--- config.mk ---
export PLATFORM = sky130hd
export DESIGN_NAME = camera_exposure_sweep_sequencer
export DESIGN_NICKNAME = d
export VERILOG_FILES = /design/src/rtl/camera_pkg.sv /design/src/rtl/camera_exposure_sweep_sequencer_frame_delta_counter.sv /design/src/rtl/camera_exposure_sweep_sequencer.sv
export SDC_FILE = /design/constraint.sdc
export NUM_CORES = 1
export LEC_CHECK = 0
export CAP_MARGIN = 0
export CORE_ASPECT_RATIO = 0.75
export CORE_MARGIN = 3
export CORE_UTILIZATION = 50
export DETAILED_ROUTE_END_ITERATION = 6
export PLACE_DENSITY = 0.78
export SETUP_SLACK_MARGIN = 0.5
export SLEW_MARGIN = 20
export SYNTH_ARGS = -nofsm -noshare
export SYNTH_HDL_FRONTEND = slang
export SYNTH_SLANG_ARGS = --single-unit
--- constraint.sdc ---
create_clock -name Clock -period 7.6 [get_ports Clock]
set_clock_uncertainty 0.05 [all_clocks]
set_input_delay 1.52 -clock Clock [delete_from_list [all_inputs] [get_ports Clock]]
set_output_delay 1.52 -clock Clock [all_outputs]
set_load 0.02 [all_outputs]
--- src/rtl/camera_pkg.sv ---
// Shared types and constants for the camera exposure sweep sequencer.
// Imported by the sequencer top and its frame counter helper.
package camera_pkg;

  typedef enum logic [3:0] {
    IDLE,
    CFG_REQ,
    CFG_WAIT_LO,
    CFG_WAIT_HI,
    CAP_START,
    CAP_RUN,
    CAP_STOP,
    NEXT,
    DONE,
    ERR
  } seq_state_t;

  localparam logic [15:0] EXP_DEFAULT = 16'h0100;
  localparam int          PULSE_GAP   = 2;

  function automatic logic [15:0] at_least_one(
    input logic [15:0] v
  );
    return (v == 16'd0) ? 16'd1 : v;
  endfunction

endpackage

--- src/rtl/camera_exposure_sweep_sequencer_frame_delta_counter.sv ---
// Frames elapsed since capture start, modulo the counter width.
// Wrap of the free-running count is absorbed by the subtraction.
module frame_delta_counter #(
  parameter int FRAME_W = 32
) (
  input  logic               Clock,
  input  logic               Reset,
  input  logic               latch,
  input  logic [FRAME_W-1:0] count,
  input  logic [FRAME_W-1:0] target,
  output logic               reached
);

  logic [FRAME_W-1:0] base_q;
  logic [FRAME_W-1:0] delta;

  // capture the frame count seen when capture starts
  always_ff @(posedge Clock or posedge Reset) begin
    if (Reset) begin
      base_q <= '0;
    end else if (latch) begin
      base_q <= count;
    end
  end

  assign delta   = count - base_q;
  assign reached = (delta >= target);

endmodule

--- src/rtl/camera_exposure_sweep_sequencer.sv ---
// Steps the camera config/capture slave through an exposure sweep.
// Reconfigure, capture N frames, stop, advance until the end value.
module camera_exposure_sweep_sequencer
  import camera_pkg::*;
#(
  parameter logic [23:0] CFG_TIMEOUT = 24'd5_000_000,
  parameter int          FRAME_W     = 32
) (
  input  logic               Clock,
  input  logic               Reset,
  input  logic               go,
  input  logic               abort,
  input  logic [15:0]        exp_start,
  input  logic [15:0]        exp_end,
  input  logic [15:0]        exp_step,
  input  logic [15:0]        frames_per_exp,
  output logic               Config_start,
  input  logic               Config_done,
  output logic [15:0]        Config_Exposure,
  output logic               Capture_start,
  output logic               Capture_stop,
  input  logic [FRAME_W-1:0] Capture_Framecount,
  output logic               busy,
  output logic               done,
  output logic               error,
  output logic [15:0]        cur_index
);

  seq_state_t  state_q, state_d;
  logic [15:0] exp_q, exp_d;
  logic [15:0] end_q, end_d;
  logic [15:0] step_q, step_d;
  logic [15:0] frm_q, frm_d;
  logic [15:0] idx_q, idx_d;
  logic [23:0] tmo_q, tmo_d;
  logic        done_q, done_d;
  logic        err_q, err_d;
  logic        abt_q, abt_d;
  logic [16:0] nxt;
  logic        idle_like;
  logic        reached;

  assign idle_like = (state_q == IDLE) ||
                     (state_q == DONE) ||
                     (state_q == ERR);
  assign nxt = {1'b0, exp_q} + {1'b0, step_q};

  frame_delta_counter #(
    .FRAME_W (FRAME_W)
  ) u_delta (
    .Clock   (Clock),
    .Reset   (Reset),
    .latch   (state_q == CAP_START),
    .count   (Capture_Framecount),
    .target  (FRAME_W'(frm_q)),
    .reached (reached)
  );

  // register the sequencer state and its working values
  always_ff @(posedge Clock or posedge Reset) begin
    if (Reset) begin
      state_q <= IDLE;
      exp_q   <= EXP_DEFAULT;
      end_q   <= '0;
      step_q  <= 16'd1;
      frm_q   <= 16'd1;
      idx_q   <= '0;
      tmo_q   <= '0;
      done_q  <= 1'b0;
      err_q   <= 1'b0;
      abt_q   <= 1'b0;
    end else begin
      state_q <= state_d;
      exp_q   <= exp_d;
      end_q   <= end_d;
      step_q  <= step_d;
      frm_q   <= frm_d;
      idx_q   <= idx_d;
      tmo_q   <= tmo_d;
      done_q  <= done_d;
      err_q   <= err_d;
      abt_q   <= abt_d;
    end
  end

  // next state; abort overrides every other busy transition
  always_comb begin
    state_d = state_q;
    exp_d   = exp_q;
    end_d   = end_q;
    step_d  = step_q;
    frm_d   = frm_q;
    idx_d   = idx_q;
    tmo_d   = tmo_q;
    done_d  = done_q;
    err_d   = err_q;
    abt_d   = abt_q;
    if (abort && !idle_like) begin
      state_d = IDLE;
      abt_d   = 1'b0;
      if (state_q == CAP_START || state_q == CAP_RUN) begin
        state_d = CAP_STOP;
        abt_d   = 1'b1;
      end else if (state_q == CAP_STOP) begin
        idx_d = idx_q + 16'd1;
      end
    end else begin
      unique case (state_q)
        IDLE, DONE, ERR: begin
          if (go && !abort) begin
            exp_d  = exp_start;
            end_d  = exp_end;
            step_d = at_least_one(exp_step);
            frm_d  = at_least_one(frames_per_exp);
            idx_d  = '0;
            err_d  = 1'b0;
            abt_d  = 1'b0;
            done_d = 1'b0;
            if (exp_start > exp_end) begin
              state_d = DONE;
              done_d  = 1'b1;
            end else begin
              state_d = CFG_REQ;
            end
          end
        end
        CFG_REQ: begin
          tmo_d   = CFG_TIMEOUT - 24'd1;
          state_d = CFG_WAIT_LO;
        end
        CFG_WAIT_LO, CFG_WAIT_HI: begin
          tmo_d = (tmo_q != '0) ? tmo_q - 24'd1 : '0;
          if (state_q == CFG_WAIT_LO && !Config_done) begin
            state_d = CFG_WAIT_HI;
          end else if (state_q == CFG_WAIT_HI && Config_done) begin
            state_d = CAP_START;
          end else if (tmo_q == '0) begin
            state_d = ERR;
            err_d   = 1'b1;
          end
        end
        CAP_START: begin
          state_d = CAP_RUN;
        end
        CAP_RUN: begin
          if (reached) begin
            state_d = CAP_STOP;
          end
        end
        CAP_STOP: begin
          idx_d   = idx_q + 16'd1;
          abt_d   = 1'b0;
          state_d = abt_q ? IDLE : NEXT;
        end
        NEXT: begin
          if (nxt[16] || nxt[15:0] > end_q) begin
            state_d = DONE;
            done_d  = 1'b1;
          end else begin
            exp_d   = nxt[15:0];
            state_d = CFG_REQ;
          end
        end
        default: begin
          state_d = IDLE;
        end
      endcase
    end
  end

  assign busy            = !idle_like;
  assign Config_start    = (state_q == CFG_REQ);
  assign Capture_start   = (state_q == CAP_START);
  assign Capture_stop    = (state_q == CAP_STOP);
  assign Config_Exposure = exp_q;
  assign done            = done_q;
  assign error           = err_q;
  assign cur_index       = idx_q;

endmodule

Yosys cells after proc, flatten, opt, wreduce, memory -nomap -nowiden
Index checks and enable logic that the tools add are counted.
{"block": "classes", "div": 0, "bitwise_logic": 1, "n_mul": 0, "eq_ne": 20, "add_sub_neg": 4, "reduce_logical": 31, "magnitude_cmp": 3, "n_shift": 0, "muxes": 35}
{"cell": "$mux 16", "count": 8}
{"cell": "$pmux 16 s2", "count": 2}
{"cell": "$pmux 24 s2", "count": 1}
{"cell": "$ge 32x16->1", "count": 1}
{"cell": "$gt 16x16->1", "count": 2}
{"cell": "$logic_not 16->1", "count": 2}
{"cell": "$mux 4", "count": 8}
{"cell": "$sub 32x32->32", "count": 1}
{"cell": "$pmux 4 s7", "count": 1}
{"cell": "$logic_not 24->1", "count": 1}
{"cell": "$mux 24", "count": 1}
{"cell": "$reduce_bool 24->1", "count": 1}
{"cell": "$sub 24x1->24 const B", "count": 1}
{"cell": "$add 16x16->17", "count": 1}
{"cell": "$add 16x1->16 const B", "count": 1}
{"cell": "$eq 4x3->1 const B", "count": 4}
{"cell": "$ne 2x2->1 const B", "count": 8}
{"cell": "$reduce_and 4->1", "count": 3}
{"cell": "$mux 1", "count": 9}
{"cell": "$eq 4x2->1 const B", "count": 2}
{"cell": "$eq 4x4->1 const B", "count": 2}
{"cell": "$reduce_bool 2->1", "count": 4}
{"cell": "$mux 3", "count": 2}
{"cell": "$ne 3x3->1 const B", "count": 2}
{"cell": "14 further kinds", "count": 26}
{"block": "totals", "latchBits": 0, "output_inout_bits": 38, "register_bits": 143, "mem_count": 0, "in_bits": 101, "mem_bits_rw": 0, "wordCells": 105, "rom_bits": 0}

Longest topological paths before layout
{"block": "logic_depth", "word_depth": 7, "mapped_depth": 26, "mapped_depth_nobuf": 24}

By module
From an unflattened synthesis, not the netlist that was laid out.
{"block": "hier_totals", "cells_unflattened": 1249, "hier_area_um2": 10608.9}
{"module": "camera_exposure_sweep_sequencer", "area_per_inst_um2": 6780.3, "cells_each": 763, "n_inst": 1, "seq_area_each_um2": 2781.4}
{"module": "frame_delta_counter", "area_per_inst_um2": 3828.7, "cells_each": 486, "n_inst": 1, "seq_area_each_um2": 800.8}

Least setup slack after synthesis
OpenSTA, ideal clock, no wires.
{"block": "synth_timing", "path_kind": "reg2reg", "from": "register exp_q[1], in the netlist Config_Exposure[1]", "to": "register exp_q[9], in the netlist Config_Exposure[9]", "path_stages_with_launch": 26, "setup_time_ns": 0.135, "path_slack_ns": 2.806, "required_ns": 7.415, "synth_period_minus_slack_ns": 4.794, "t_arrival_ns": 4.609, "path_buffers": 2, "cell_sequence": "dfrtp_1 -> ha_1 -> a21o_1 -> a21oi_1 -> o21bai_1 -> a21o_1 -> a21oi_1 -> o21ai_1 -> or4_1 -> a31oi_1 -> o21bai_1 -> xor2_1 -> ha_1 -> nand4_1 -> or2_2 -> nor3_1 -> inv_1 -> a21oi_1 -> o31ai_1 -> a221o_1 -> nand2b_1 -> nand2_1 -> clkbuf_1 -> buf_1 -> nand2_1 -> o21ai_0"}
{"block": "synth_via", "elab_chain_len": 5, "word_cells_on_any_way": 7, "classes_between": "add/sub: 1; order compare: 1; eq/ne: 1; mux: 2; reduce/logical: 2"}
{"item": "start, declared", "line_no": "camera_exposure_sweep_sequencer.sv:30", "source": "logic [15:0] exp_q, exp_d;"}
{"item": "start signal, assigned", "line_no": "camera_exposure_sweep_sequencer.sv:74", "source": "exp_q <= exp_d;"}
{"item": "$add 16x16->17 (*)", "line_no": "camera_exposure_sweep_sequencer.sv:46", "source": "assign nxt = {1'b0, exp_q} + {1'b0, step_q};"}
{"item": "$gt 16x16->1", "line_no": "camera_exposure_sweep_sequencer.sv:156", "source": "if (nxt[16] || nxt[15:0] > end_q) begin"}
{"item": "$logic_or 1x1->1", "line_no": "camera_exposure_sweep_sequencer.sv:156"}
{"item": "$ne 2x2->1 (no line)"}
{"item": "$reduce_and 4->1 (no line)"}
Mark *: on every way between the ends. The rest lies on a longest branch, timed or not. The select of a mux whose other input is x is not followed.
A chain may end at the register's enable or synchronous reset.

Worst setup path in the final report
{"block": "layout_timing", "from": "register exp_q[1], in the netlist Config_Exposure[1]", "to": "register exp_q[14], in the netlist Config_Exposure[14]"}
The elaborated chain is that of the path after synthesis.

==> reports/results.tsv <==
metric	value	unit
fraction of layout cells with a size suffix above 1	4.97	%
DRC errors left	0	
Nets	1516	
Final Max Slew Viols	0	
Crit. End Element	flip-flop	
area delta synth->final	21.6	%
final count of hold timing violations	0	
Detail Route Antenna Nets	0	
Synthesis Warnings	0	
Max Fclk	170	MHz
CTS resizes	0	
clock power share	17.5	%
Slew HR	36.9	%
critical path type	flip-flop to flip-flop	
Inst Count DP	1549	
input/output buffers	138	
Non-Filler Instances	1582	
switching pwr	0.00221	W
pin count of the biggest net entering global routing	98	
full die area	0.0220	sq mm
RSZ-0062 raised after global routing	false	
Synth Register Bits	143	
clock latency on the worst-skew pair	420	ps
initial DRC count	719	
Max rail drop VDD	0.194	mV
status	complete, no violations	
synthesized area	0.0101	sq mm
fin area	0.0123	sq mm
Startpoint Class	flip-flop	
initial antenna violation count	1	
drt wl/cell	16.4	um
Vias	9129	
Req. time, crit path	7900	ps
vias per inst	5.77	
syn_area_per_cell	8.42	sq um
CTS tree	yes	
setup TNS	0	ps
final worst path period share	77.6	%
post-synthesis sequential area ratio	35.4	%
Pwr Density	412	mW/mm^2
Post-synth EDFFs	0	
Max Cap Viol	0	
Post-CTS Setup Bufs	0	
minimum clock period	5900	ps
vias in the first global route	8636	
synth unique cells	76	
clock buffer depth	2	
drt pass-1 iters	5	
Sink Count	143	
Top Ports	139	
endpoints failing setup	0	
switching share of power	43.7	%
Seq pwr share	23.5	%
Gate power share	59.0	%
Synth area leaders	dfrtp_1 35%, ha_1 12%, o21ai_0 7.1%, nand2_1 6.5%, inv_1 3.8%	
GR peak layer	met1	
Slew @ Worst Pin	945	ps
Die W	170	um
P_leak	5.66	nW
FP Rows	44	
clock root buffer	clkbuf_16	
Tot GR Track Use	24.1	%
M2 GR Usage	35.3	%
Placed Area	0.0117	sq mm
crit path DAT	6200	ps
Final Routed Wirelength	25.9	mm
first-pass GRT wire length	43.2	mm
die height	129	um
commonest non-fill, non-tap cells in the layout	176 x nand2_1, 144 x o21ai_0, 140 x dfrtp_1	
Yosys top cell by area	dfrtp_1	
Yosys top cell area share	34.6	%
Int Pwr	0.00285	W
hold buffers post-CTS	0	
clock-pin slew on the worst setup and hold paths	60	ps
grt ovf	0	
worst min path class	flip-flop to flip-flop	
Initial Util	51.6	%
prevailing post-synth register cell	dfrtp_1	
asr flop ratio synth	100	%
commonest non-fill, non-tap cell in the layout	nand2_1	
M3 GR Usage	4.67	%
total power	0.00507	W
met1 usage	36.1	%
H-tree Lvls	4	
CP Max Fanout	30	
syn_nets	1403	
TritonCTS Buffers	17	
dpl hpwl	19.4	mm
Final GP Congestion	0.923	
Syn Inst Count	1202	
core area	0.0196	sq mm
synth_stat cells (all sizes together), types with 12 or more instances:
master / n
nand2: 176
o21ai: 150
dfrtp: 140
inv: 103
ha: 98
nor2: 63
a21oi: 60
a21o: 39
clkbuf: 34
xnor2: 28
nor3: 27
nand3: 19
nand4: 19
xor2: 18
o21a: 16
or3: 15
buf: 14
mux2i: 13
nand2b: 13
a22o: 12
and3: 12
power by group through the flow:
stage / Combinational, W / Sequential, W / Clock (W)
after floorplan: 0.00214 / 0.00120 / 0
after detailed placement: 0.00292 / 0.00120 / 0
after global routing: 0.00336 / 0.00122 / 0.000940
after global placement: 0.00284 / 0.00119 / 0
after CTS: 0.00296 / 0.00119 / 0.000904
final: 0.00299 / 0.00119 / 0.000889
final cells by class:
class / instances / area (sq um)
antenna: 1 / 2.50
clock buffer: 19 / 433
clock inverter: 13 / 190
fill: 1678 / 7290
inverter: 103 / 392
multi-input combinational: 908 / 5980
sequential: 143 / 3580
tap: 253 / 317
timing repair buffer: 142 / 1420
worst max-delay path, cell delays in order, from the launching register on:
cell and delay [ps]:
dfrtp_1 400, ha_1 310, a21o_1 160, a21oi_1 260, o21bai_1 120, a21o_1 220, a21oi_1 220, o21ai_1 120
or4_1 430, a31oi_1 320, o21bai_1 130, xor2_1 170, ha_1 300, nand4_1 110, or2_2 340, nor3_1 290
inv_1 80, a21oi_1 150, o31ai_1 80, a221o_1 280, nand2b_1 90, nand2_1 550, nor2_1 440, a221o_1 210
sequential cells by signal (all words and copies together) (netlist names):
signal,cells
abt_q,1
Config_Exposure,16
error,1
frm_q,16
state_q,4
end_q,16
step_q,16
done,1
tmo_q,24
u_delta.base_q,32
cur_index,16
stage by stage:
stage	util, %	hold WS (ps)	worst slack [ps]
after CTS	62.7	438	1770
after global placement	59.6	415	2050
final	62.8	435	1700
after detailed placement	59.6	424	1790
after global routing	62.8	448	1300
after floorplan	-	396	2200
logic make-up after synthesis:
| logic type | share of synthesized area [%] |
|---|---|
| simple gates | 18.2 |
| compound gates | 22.7 |
| buf+inv | 5.75 |
| flops | 35.4 |
| fa+ha+maj | 12.5 |
| xor+xnor | 3.98 |
| mux | 1.51 |
worst paths after layout:
kind / start / endpoint / slack (ps) / cells after the start
max: Config_Exposure[1] / Config_Exposure[14] / 1700 / 23
min: step_q[2] / step_q[2] / 430 / 2
max reg2reg: Config_Exposure[1] / Config_Exposure[14] / 1700 / 23
min reg2reg: step_q[2] / step_q[2] / 430 / 2
max in group asynchronous: Reset / u_delta.base_q[27] / 4830 / 3
min in group asynchronous: Reset / tmo_q[7] / 1520 / 2
routing by layer:
layer | vias to the layer above | wire (um)
li1 | 4501 | -
met1 | 4349 | 13100
met2 | 247 | 11000
met3 | 32 | 1360
met4 | 0 | 490
met5 | - | 0
(Power assumes the default switching activity.)
